File: src/rtl/kitten_pkg.sv
// Shared definitions for the Kitten step sequencer.
// Contents:
//   - ST_*  : state encodings of the sequencer FSM
//   - ERR_* : sticky error codes reported on o_error
package kitten_pkg;

  localparam logic [2:0] ST_IDLE      = 3'd0;
  localparam logic [2:0] ST_START     = 3'd1;
  localparam logic [2:0] ST_WAIT_PROJ = 3'd2;
  localparam logic [2:0] ST_PROJ      = 3'd3;
  localparam logic [2:0] ST_RUN       = 3'd4;
  localparam logic [2:0] ST_DONE      = 3'd5;

  localparam logic [1:0] ERR_NONE    = 2'b00;
  localparam logic [1:0] ERR_TIMEOUT = 2'b01;
  localparam logic [1:0] ERR_ABORT   = 2'b10;

endpackage

File: src/rtl/kitten_step_sequencer_if.sv
// Host/tile signal bundle of the Kitten step sequencer.
// Inputs to the sequencer (i_*):
//   i_step_start, i_proj_done : CONTROL register levels
//   i_num_steps               : steps per batch
//   i_abort, i_clear          : single-cycle strobes
//   i_tile_step_done          : tile step-complete pulse
//   i_tile_busy               : tile busy level
// Outputs of the sequencer (o_*):
//   o_tile_start, o_tile_proj_done : one-cycle pulses to the tile
//   o_busy, o_step_done, o_error, o_step_count : status
// Modports: slave = sequencer view, master = host/tile view.
interface kitten_step_sequencer_if #(
  parameter int CNT_WIDTH = 16
);
  logic                 i_step_start;
  logic                 i_proj_done;
  logic [CNT_WIDTH-1:0] i_num_steps;
  logic                 i_abort;
  logic                 i_clear;
  logic                 i_tile_step_done;
  logic                 i_tile_busy;
  logic                 o_tile_start;
  logic                 o_tile_proj_done;
  logic                 o_busy;
  logic                 o_step_done;
  logic [1:0]           o_error;
  logic [CNT_WIDTH-1:0] o_step_count;

  modport slave (
    input  i_step_start, i_proj_done, i_num_steps, i_abort, i_clear,
           i_tile_step_done, i_tile_busy,
    output o_tile_start, o_tile_proj_done, o_busy, o_step_done, o_error,
           o_step_count
  );

  modport master (
    output i_step_start, i_proj_done, i_num_steps, i_abort, i_clear,
           i_tile_step_done, i_tile_busy,
    input  o_tile_start, o_tile_proj_done, o_busy, o_step_done, o_error,
           o_step_count
  );

endinterface

File: src/rtl/kitten_rise_detect.sv
// Rising-edge detector with a registered history bit.
// Ports:
//   clk, rst : clock, asynchronous active-high reset
//   d        : sampled level
//   rise     : high while d is 1 and the previous sample was 0
module kitten_rise_detect (
  input  logic clk,
  input  logic rst,
  input  logic d,
  output logic rise
);

  logic d_q;

  always_ff @(posedge clk or posedge rst) begin
    if (rst) d_q <= 1'b0;
    else     d_q <= d;
  end

  assign rise = d & ~d_q;

endmodule

File: src/rtl/kitten_step_sequencer.sv
// Kitten step sequencer: runs the fabric tile through a batch of LIF
// time-steps on host command, with watchdog timeout, abort and sticky status.
// Ports:
//   clk, rst : clock, asynchronous active-high reset
//   bus      : host/tile bundle (slave modport), see kitten_step_sequencer_if
//
// state     | meaning
// ----------+---------------------------------------------------
// IDLE      | waiting for a start edge with no sticky error
// START     | o_tile_start pulse for one cycle
// WAIT_PROJ | waiting for host proj_done with tile not busy
// PROJ      | o_tile_proj_done pulse for one cycle
// RUN       | waiting for tile step_done, watchdog counting
// DONE      | batch complete, o_step_done set, back to IDLE
module kitten_step_sequencer
  import kitten_pkg::*;
#(
  parameter int CNT_WIDTH      = 16,
  parameter int TO_WIDTH       = 16,
  parameter int TIMEOUT_CYCLES = 65535
) (
  input  logic                     clk,
  input  logic                     rst,
  kitten_step_sequencer_if.slave   bus
);

  localparam logic [TO_WIDTH-1:0]  WDOG_LAST = TO_WIDTH'(TIMEOUT_CYCLES - 1);
  localparam logic [CNT_WIDTH-1:0] CNT_ONE   = CNT_WIDTH'(1);

  logic                 step_rise;
  logic [2:0]           state_q;
  logic [2:0]           state_d;
  logic [CNT_WIDTH-1:0] target_q;
  logic [CNT_WIDTH-1:0] cnt_inc;
  logic [TO_WIDTH-1:0]  wdog_q;
  logic                 launch;
  logic                 abort_hit;
  logic                 step_hit;
  logic                 wdog_expired;

  kitten_rise_detect u_start_rise (
    .clk  (clk),
    .rst  (rst),
    .d    (bus.i_step_start),
    .rise (step_rise)
  );

  always_comb begin
    cnt_inc      = (bus.o_step_count == '1) ? bus.o_step_count
                                            : bus.o_step_count + CNT_ONE;
    abort_hit    = bus.i_abort && (state_q != ST_IDLE);
    launch       = (state_q == ST_IDLE) && step_rise && (bus.o_error == ERR_NONE);
    step_hit     = (state_q == ST_RUN) && bus.i_tile_step_done && !abort_hit;
    // step_done in the expiry cycle wins over the timeout
    wdog_expired = (state_q == ST_RUN) && !bus.i_tile_step_done && !abort_hit &&
                   (wdog_q == WDOG_LAST);

    state_d = state_q;
    if (abort_hit) begin
      state_d = ST_IDLE;
    end else begin
      case (state_q)
        ST_IDLE:      if (launch) state_d = ST_START;
        ST_START:     state_d = ST_WAIT_PROJ;
        ST_WAIT_PROJ: if (bus.i_proj_done && !bus.i_tile_busy) state_d = ST_PROJ;
        ST_PROJ:      state_d = ST_RUN;
        ST_RUN: begin
          if (step_hit)          state_d = (cnt_inc == target_q) ? ST_DONE : ST_START;
          else if (wdog_expired) state_d = ST_IDLE;
        end
        ST_DONE:      state_d = ST_IDLE;
        default:      state_d = ST_IDLE;
      endcase
    end
  end

  // Outputs are registered from the next state so each pulse lines up
  // exactly with the state it belongs to.
  always_ff @(posedge clk or posedge rst) begin
    if (rst) begin
      state_q              <= ST_IDLE;
      target_q             <= '0;
      wdog_q               <= '0;
      bus.o_tile_start     <= 1'b0;
      bus.o_tile_proj_done <= 1'b0;
      bus.o_busy           <= 1'b0;
      bus.o_step_done      <= 1'b0;
      bus.o_error          <= ERR_NONE;
      bus.o_step_count     <= '0;
    end else begin
      state_q              <= state_d;
      bus.o_tile_start     <= (state_d == ST_START);
      bus.o_tile_proj_done <= (state_d == ST_PROJ);
      bus.o_busy           <= (state_d != ST_IDLE);

      if (launch) begin
        target_q         <= (bus.i_num_steps == '0) ? CNT_ONE : bus.i_num_steps;
        bus.o_step_count <= '0;
      end else if (step_hit) begin
        bus.o_step_count <= cnt_inc;
      end

      if (state_d == ST_RUN && state_q != ST_RUN) wdog_q <= '0;
      else if (state_q == ST_RUN)                 wdog_q <= wdog_q + TO_WIDTH'(1);

      if (state_d == ST_DONE)         bus.o_step_done <= 1'b1;
      else if (launch || bus.i_clear) bus.o_step_done <= 1'b0;

      // a new error beats a coincident clear
      if (abort_hit)         bus.o_error <= ERR_ABORT;
      else if (wdog_expired) bus.o_error <= ERR_TIMEOUT;
      else if (bus.i_clear)  bus.o_error <= ERR_NONE;
    end
  end

endmodule

File: src/flat_wrapper.sv
// flat-port wrapper written by rule: the top's interface ports become plain ports
module kitten_step_sequencer_flat import kitten_pkg::*;
#(
  parameter int CNT_WIDTH      = 16,
  parameter int TO_WIDTH       = 16,
  parameter int TIMEOUT_CYCLES = 65535
)
  (clk, rst, bus_i_step_start, bus_i_proj_done, bus_i_num_steps, bus_i_abort, bus_i_clear, bus_i_tile_step_done, bus_i_tile_busy, bus_o_tile_start, bus_o_tile_proj_done, bus_o_busy, bus_o_step_done, bus_o_error, bus_o_step_count);
  kitten_step_sequencer_if #(.CNT_WIDTH(CNT_WIDTH)) bus_i ();
  input  logic clk;
  input  logic rst;
  input wire logic [$bits(bus_i.i_step_start)-1:0] bus_i_step_start;
  input wire logic [$bits(bus_i.i_proj_done)-1:0] bus_i_proj_done;
  input wire logic [$bits(bus_i.i_num_steps)-1:0] bus_i_num_steps;
  input wire logic [$bits(bus_i.i_abort)-1:0] bus_i_abort;
  input wire logic [$bits(bus_i.i_clear)-1:0] bus_i_clear;
  input wire logic [$bits(bus_i.i_tile_step_done)-1:0] bus_i_tile_step_done;
  input wire logic [$bits(bus_i.i_tile_busy)-1:0] bus_i_tile_busy;
  output wire logic [$bits(bus_i.o_tile_start)-1:0] bus_o_tile_start;
  output wire logic [$bits(bus_i.o_tile_proj_done)-1:0] bus_o_tile_proj_done;
  output wire logic [$bits(bus_i.o_busy)-1:0] bus_o_busy;
  output wire logic [$bits(bus_i.o_step_done)-1:0] bus_o_step_done;
  output wire logic [$bits(bus_i.o_error)-1:0] bus_o_error;
  output wire logic [$bits(bus_i.o_step_count)-1:0] bus_o_step_count;
  assign bus_i.i_step_start = bus_i_step_start;
  assign bus_i.i_proj_done = bus_i_proj_done;
  assign bus_i.i_num_steps = bus_i_num_steps;
  assign bus_i.i_abort = bus_i_abort;
  assign bus_i.i_clear = bus_i_clear;
  assign bus_i.i_tile_step_done = bus_i_tile_step_done;
  assign bus_i.i_tile_busy = bus_i_tile_busy;
  assign bus_o_tile_start = bus_i.o_tile_start;
  assign bus_o_tile_proj_done = bus_i.o_tile_proj_done;
  assign bus_o_busy = bus_i.o_busy;
  assign bus_o_step_done = bus_i.o_step_done;
  assign bus_o_error = bus_i.o_error;
  assign bus_o_step_count = bus_i.o_step_count;
  kitten_step_sequencer #(.CNT_WIDTH(CNT_WIDTH), .TO_WIDTH(TO_WIDTH), .TIMEOUT_CYCLES(TIMEOUT_CYCLES)) u_core (.clk(clk), .rst(rst), .bus(bus_i));
endmodule
File: config.mk
export PLATFORM = sky130hd
export DESIGN_NAME = kitten_step_sequencer_flat
export DESIGN_NICKNAME = d
export VERILOG_FILES = /design/src/rtl/kitten_pkg.sv /design/src/rtl/kitten_step_sequencer_if.sv /design/src/rtl/kitten_rise_detect.sv /design/src/rtl/kitten_step_sequencer.sv /design/src/flat_wrapper.sv
export SDC_FILE = /design/constraint.sdc
export NUM_CORES = 1
export LEC_CHECK = 0
export ABC_CLOCK_PERIOD_IN_PS = 3390
export CAP_MARGIN = 20
export CORE_UTILIZATION = 55
export DETAILED_ROUTE_END_ITERATION = 12
export GPL_TIMING_DRIVEN = 0
export PLACE_DENSITY_LB_ADDON = 0.08
export SLEW_MARGIN = 10
export SYNTH_ARGS = -nofsm -noshare
export SYNTH_HDL_FRONTEND = slang
export SYNTH_SLANG_ARGS = --single-unit
File: constraint.sdc
create_clock -name clk -period 3.39 [get_ports clk]
set_clock_uncertainty 0.1 [all_clocks]
set_input_delay 0.339 -clock clk [delete_from_list [all_inputs] [get_ports clk]]
set_output_delay 0.339 -clock clk [all_outputs]
set_load 0.02 [all_outputs]
==> flow_results.org, run 1 <==
** Synth
- Yosys warnings :: 0
- Sequential-to-total area share from yosys stat :: 0.4307
- Synthesized area :: 0.003369 mm2
- Post-synthesis cell type count :: 53
- After synthesis, the share of flip-flops with an asynchronous set or reset is 1.000.
- Of the post-synthesis cell area, the dominant cell type holds 0.4307.
- The commonest cells after synthesis are nand2_1 (81), dfrtp_1 (58), nor2_1 (28), o21ai_0 (20), xnor2_1 (18).
- Avg Synthesized Cell Area :: 8.938 um2
- By area, the combinational part of the netlist is dominated by simple AND/OR/NAND/NOR gates.
- In the synthesized netlist, the number of instances is 377.
- Primary FF master, synth :: dfrtp_1
- Area fraction in and, or, nand and nor cells after synthesis :: 0.3097
- Counting flops with a built-in enable in the synthesized netlist gives 0.
- Syn_nets :: 404
- Counting flops and latches in the post-synthesis netlist gives 58.
- Area fraction in compound gates after synthesis :: 0.1277
- Adder-cell share of the synthesized area :: 0.01114
- Multiplexer area fraction after synthesis :: 0.01820
- dfrtp_1 takes more of the synthesized area than any other cell.
- Sorting the synthesized cells by area gives the leading types as dfrtp_1 (43%), nand2_1 (9.0%), xnor2_1 (4.7%), nor2_1 (3.1%), o21ai_0 (3.0%).
- Yosys instantiated no cell more often than nand2_1.
- Synth Area in XOR/XNOR :: 0.06238

** Die
- Die width :: 80.27 um
- The core region is 0.005921 mm2.
- Top-level I/O count :: 46
- For this configuration, the core starts out at a cell density of 0.5691.
- The initialized floorplan defines 28 standard-cell rows.
- Die Y :: 80.27 um
- Total Die Area :: 0.006443 mm2

** Timing
- At the pin with the least slew margin, the transition time is 0.7593 ns.
- Final-layout setup total negative slack :: 0 ns
- Across all setup checks in the final design, the least slack found is 0.2323 ns.
- Highest attainable clock frequency :: 316.7 MHz
- Minimum clock period after layout :: 3.158 ns
- Number of pins with negative max-slew slack in the final report :: 0
- Headroom to the max-slew limit :: 0.4916
- Setup repair after global routing missed its margin :: no
- Final count of hold timing violations :: 0
- Of the available clock period, the critical path in the final layout requires 0.9315.
- Endpoints failing setup :: 0

** Finish
- Area growth from synthesis to final layout :: 21.46%
- Share of cells above drive strength 1 :: 0.1098
- 0 antenna diodes ended up in the layout.
- Number of nets in the layout :: 461
- Summing all non-filler instances in the final layout gives an area of 0.004093 mm2.

** Critical path
- The critical path in this run is classified as flip-flop to flip-flop.
- Arrival time at the worst endpoint :: 3.25 ns
- Type of element launching the critical path :: flip-flop
- STA puts the critical path data required time at 3.49 ns.
- Nature of the critical path endpoint :: flip-flop
- Crit path max fanout :: 10
- Counting cells, the worst reg-to-reg path comes to 9.
- Worst flop-to-flop path endpoint :: u_core.bus.o_tile_start
- Slack of the worst reg-to-reg path :: 0.23 ns
- Reg-to-reg critical path startpoint :: u_core.bus.o_step_count[1]

** Global routing
- The initial antenna violation count came to 0.
- For this run, the total global-route usage over all layers was measured as 0.2689.
- The total overflow left after global routing is 0.
- Maximum number of pins on one net before global-route repair :: 31
- Global-route wire length before repair :: 13120 um
- Vias in the first global route :: 2792

** Clock tree
- Number of buffers inserted during clock tree synthesis :: 9
- Clock slew at reported path FFs :: 0.07 ns
- The number of hold buffers added after CTS was 0.
- Count of instances resized after the clock tree is built :: 0
- Number of H-tree levels :: 3
- TritonCTS built the clock tree.
- Source-to-sink clock delay at the later pin of the worst-skew pair :: 0.33 ns
- The tree is rooted in a clkbuf_8.
- For this design, the sink count on the clock tree is 58.
- Post-CTS repair timing setup buffer count :: 0
- The clock passes through at most 2 buffers.

** Power
- Power spread over the standard cell area amounts to 565.6 mW/mm2.
- Total power for the finished layout comes to 0.002315 W.
- The analysis attributes to cell leakage a power of 1.756 nW.
- Across the VDD grid, the largest voltage drop is 0.0003210 V.

** Job
- Number of maximum-capacitance constraint violations :: 0

** Drt
- The first TritonRoute pass finished after 6 iterations.
- In this run the remaining antenna-violating nets after routing total 0.
- Summed over all layers, the routed wires come to 7846 um.
- Dividing the detail-routed via count by the number of cells gives 5.920.
- In the routed design, unresolved DRC markers number 0.
- DR vias :: 3031
- Final routed wire length divided by cell count :: 15.32 um
- 1st-iter DRT viols :: 222

** Outcome
- Outcome :: complete, no violations

** Min path
- Type of the most critical hold path :: input pin to asynchronous set/reset pin

** Place
- Count of port buffers added during placement :: 45
- Final weighted congestion of routability-driven global placement :: 0.8613
- Post-detail-place hpwl :: 5742 um
- Summing all placed instances gives a cell area of 0.003934 mm2.
- Worst Setup Slack post-DPL :: 0.2918 ns
==> routing by layer <==
layer,wire [um],part of all wire,GRT usage
met5,0,0,0
met4,128,0.016,0.1054
met3,465,0.059,0.04545
met2,3456,0.44,0.3991
met1,3795,0.48,0.3895
==> how the worst max path moves through the flow <==
stage	startpoint	to	slack, ns	depth (start not counted)
global placement	u_core.bus.o_step_count[0]	u_core.bus.o_tile_start	0.33	9
detailed placement	u_core.bus.o_step_count[1]	u_core.bus.o_tile_start	0.29	9
CTS	u_core.bus.o_step_count[1]	u_core.bus.o_tile_start	0.27	9
global route	u_core.bus.o_step_count[1]	u_core.bus.o_tile_start	0.03	9
floorplan	u_core.bus.o_step_count[1]	u_core.bus.o_tile_start	0.76	9
finish	u_core.bus.o_step_count[1]	u_core.bus.o_tile_start	0.23	9
==> cell families after synthesis <==
logic type,count (synthesis)
AOI/OAI and AO/OA,66
xor gates and xnor gates,24
adders and majority gates,3
buffers and inverters,25
DFF,58
muxes,6
and+or+nand+nor,195
==> registers in the layout, summed over array words and instances (netlist names) <==
name and cells:
u_core.wdog_q 16, u_core.bus.o_tile_start 1, u_core.u_start_rise.d_q 1, u_core.bus.o_step_done 1, u_core.bus.o_tile_proj_done 1, u_core.bus.o_busy 1
u_core.bus.o_error 2, u_core.target_q 16, u_core.state_q 3, u_core.bus.o_step_count 16
==> final cells by class <==
cell class / count / area, um2
buffer: 21 / 120.1
clock buffer: 11 / 141.4
clock inverter: 3 / 17.52
fill: 497 / 1828
inverter: 4 / 15.01
multi-input combinational: 294 / 1783
sequential: 58 / 1451
tap: 75 / 93.84
timing repair buffer: 46 / 470.5
==> critical path, stage by stage (launching register included) <==
cell      delay [ns]
dfrtp_1         0.48
ha_1            0.33
nand3_2         0.25
nor4_2          0.56
buf_2           0.31
o21bai_1        0.12
xnor2_1         0.13
nor4_1          0.25
nand4_1         0.28
nor2b_1         0.21
==> layout by cell type (no fill, tap or decap), drive strengths merged, types with 4 or more instances in the layout <==
cell	netlist	layout
nand2	81	81
dfrtp	58	58
clkdlybuf4s50	0	45
nor2	28	28
o21ai	27	27
nand3	22	22
xnor2	18	18
buf	16	17
clkbuf	5	16
nor4	14	14
a21oi	11	11
nand4	11	11
nor3	9	9
and3	6	6
o31ai	6	6
xor2	6	6
and4	5	5
a311oi	5	5
mux2i	5	5
nand3b	4	4
inv	4	4
nor3b	4	4
==> report_power, final <==
| group | total [W] | internal [W] | switching (W) |
|---|---|---|---|
| registers | 0.00113 | 0.000901 | 0.000227 |
| clock network | 0.000540 | 0.000274 | 0.000266 |
| logic | 0.000646 | 0.000307 | 0.000339 |
| total | 0.00231 | 0.00148 | 0.000832 |
==> stage by stage <==
stage	hold WS [ns]	util	std cells
floorplan	0.2704	-	377
CTS	0.3253	0.6913	512
global placement	0.3729	0.6610	497
finish	0.3089	0.6913	512
detailed placement	0.3788	0.6644	498
global route	0.3794	0.6913	512
Power figures use the tool's default switching activity.
==> run 2, diff against run 1 <==
- ABC_CLOCK_PERIOD_IN_PS: 3390 -> default
- CAP_MARGIN: 20 -> 5
==> flow_results.org, run 2 (synthesis results as in run 1) <==
** Critical path
- Together, buffers and inverters on the worst path number 1.
- WS Path Type :: flip-flop to flip-flop
- Slowest-stage cell, CP :: nor4_2
- Worst setup path startpoint :: u_core.bus.o_step_count[1]
- Broken down by cell family, the worst path's largest delay share belongs to simple AND/OR/NAND/NOR gates.
- STA classifies the critical path startpoint as a flip-flop.
- In this run the worst path has a maximum fanout of 10.
- Walking the worst path, the cells encountered are ha_1 -> nand3_2 -> nor4_2 -> buf_2 -> o21bai_1 -> xnor2_1 -> nor4_1 -> nand4_1 -> nor2b_1.
- Nature of the critical path endpoint :: flip-flop
- WP data required :: 3.49 ns
- In this run the critical register-to-register path is launched from u_core.bus.o_step_count[1].
- For this run, the slowest stage of the critical path takes 0.56 ns.
- STA puts the critical path data arrival time at 3.25 ns.

** Global routing
- Entering global routing, the biggest net connects 31 pins.
- Vias in the first global route :: 2792
- The initial antenna violation count is 0.
- Overall overflow remaining after global route :: 0
- The first global-routing pass estimated 13120 um of wire.
- Aggregate global-route resource usage :: 0.2689

** Clock tree
- The number of clock buffers added by TritonCTS is 9.
- CTS built an H-tree with a depth of 3.
- The longest clock path from root to sink contains 2 buffers.
- Post-CTS repair timing setup buffer count :: 0
- Clock tree from TritonCTS :: done
- Count of instances resized after the clock tree is built :: 0
- Hold bufs inserted after CTS :: 0
- Root Buffer :: clkbuf_8
- Clock-pin slew was measured on the worst setup and hold paths at 0.07 ns.
- CTS sink cnt :: 58
- Source-to-sink clock delay at the later pin of the worst-skew pair :: 0.33 ns

** Timing
- At the pin with the least slew margin, the transition time is 0.7593 ns.
- Number of pins with negative max-slew slack in the final report :: 0
- Endpoints failing setup :: 0
- In this run the tightest slew margin relative to its limit is 0.4916.
- Minimum clock period after layout :: 3.158 ns
- Share of the cycle needed by the critical path after routing :: 0.9315
- Final hold slack :: 0.3089 ns
- Highest attainable clock frequency :: 316.7 MHz
- Final count of hold timing violations :: 0
- Setup repair after global routing missed its margin :: no
- Setup total negative slack on the finished layout was measured at 0 ns.

** Die
- The initial utilization of the core area, before any placement, comes to 0.5691.
- Measured along the x axis, the die boundary spans 80.27 um.
- The die is 80.27 um tall.
- Area of the core region :: 0.005921 mm2
- The floorplan step defined a die boundary enclosing 0.006443 mm2.
- Top-level I/O count :: 46
- The floorplan has 28 rows.

** Place
- Count of port buffers added during placement :: 45
- Post-detail-place hpwl :: 5742 um
- Final weighted congestion of routability-driven global placement :: 0.8613

** Finish
- Footprint of the multi-input gates :: 0.001783 mm2
- Summing all flip-flop and latch instances after layout gives 0.001451 mm2.
- Area growth from synthesis to final layout :: 21.46%
- Share of cells above drive strength 1 :: 0.1098
- Count of fill cells added during filler insertion :: 497
- 0 antenna diodes ended up in the layout.
- The library cell used most frequently in the layout, excluding fill and tap cells, is nand2_1.
- The net count of the finished layout is 461.
- Commonest cells after routing, fill and taps aside :: nand2_1 (81), dfrtp_1 (58), clkdlybuf4s50_1 (45)
- Registers with the most flip-flops :: u_core.bus.o_step_count x16, u_core.target_q x16, u_core.wdog_q x16

** Outcome
- The run finished with clean final reports.

** Min path
- The min-delay analysis places its worst path in the category input pin to asynchronous set/reset pin.

** Drt
- 1st-iter DRT viols :: 222
- The first detailed-routing pass ran for 6 iterations.
- Post-DR vias/cell :: 5.920
- DR vias :: 3031
- Final routed DRC violation total :: 0
- Number of routed nets with antenna violations :: 0
- Final routed wire length divided by cell count :: 15.32 um
- Drt total wl :: 7846 um

** Power
- Across the VDD grid, the largest voltage drop is 0.0003210 V.
- Ratio of total power to cell area :: 565.6 mW/mm2
- Leakage power figure :: 1.756 nW

** Job
- Across the run, the number of max-cap violations was 0.
## run 2: final timing paths
kind	depth (start not counted)	slack [ns]	end
worst max-delay path	9	0.23	u_core.bus.o_tile_start
worst min-delay path	2	0.31	u_core.bus.o_step_count[7]
worst max register to register	9	0.23	u_core.bus.o_tile_start
worst min register to register	1	0.39	u_core.wdog_q[12]
max in group asynchronous	3	2.30	u_core.target_q[1]
min in group clk	1	0.37	u_core.u_start_rise.d_q
## run 2: power breakdown
part | internal (W) | switching, W
clock network | 0.000274 | 0.000266
logic | 0.000307 | 0.000339
registers | 0.000901 | 0.000227
total | 0.00148 | 0.000832
## run 2: final cells by class
class,count,share of cell area
clock buffers,11,0.03455
inverters,4,0.003669
clock inverters,3,0.004280
repair buffers,46,0.1149
plain buffers,21,0.02935
flip-flops and latches,58,0.3546
multi-input cells,294,0.4356
well taps,75,0.02293
## run 2: layer usage
layer  GRT usage  wire [um]
met4      0.1054        128
met5           0          0
met2      0.3991       3456
met3     0.04545        465
met1      0.3895       3795
## run 2: worst register-to-register path: cells and delay by family, from the launching register on
family          cells  cell delay [ns]
fa+ha+maj           1             0.33
simple gates        5             1.55
xor+xnor            1             0.13
compound gates      1             0.13
flops               1             0.48
buf+inv             1             0.31
## run 2: through the flow
| step | cell area (um2) | setup slack (ns) | power [W] | instances | utilization |
|---|---|---|---|---|---|
| 2_1_floorplan | 3369 | 0.7617 | 0.001563 | 377 | - |
| 3_3_place_gp | 3914 | 0.3324 | 0.001739 | 497 | 0.6610 |
| 3_5_place_dp | 3934 | 0.2918 | 0.001771 | 498 | 0.6644 |
| 4_1_cts | 4093 | 0.2733 | 0.002312 | 512 | 0.6913 |
| 5_1_grt | 4093 | 0.03496 | 0.002463 | 512 | 0.6913 |
| 6_report | 4093 | 0.2323 | 0.002315 | 512 | 0.6913 |
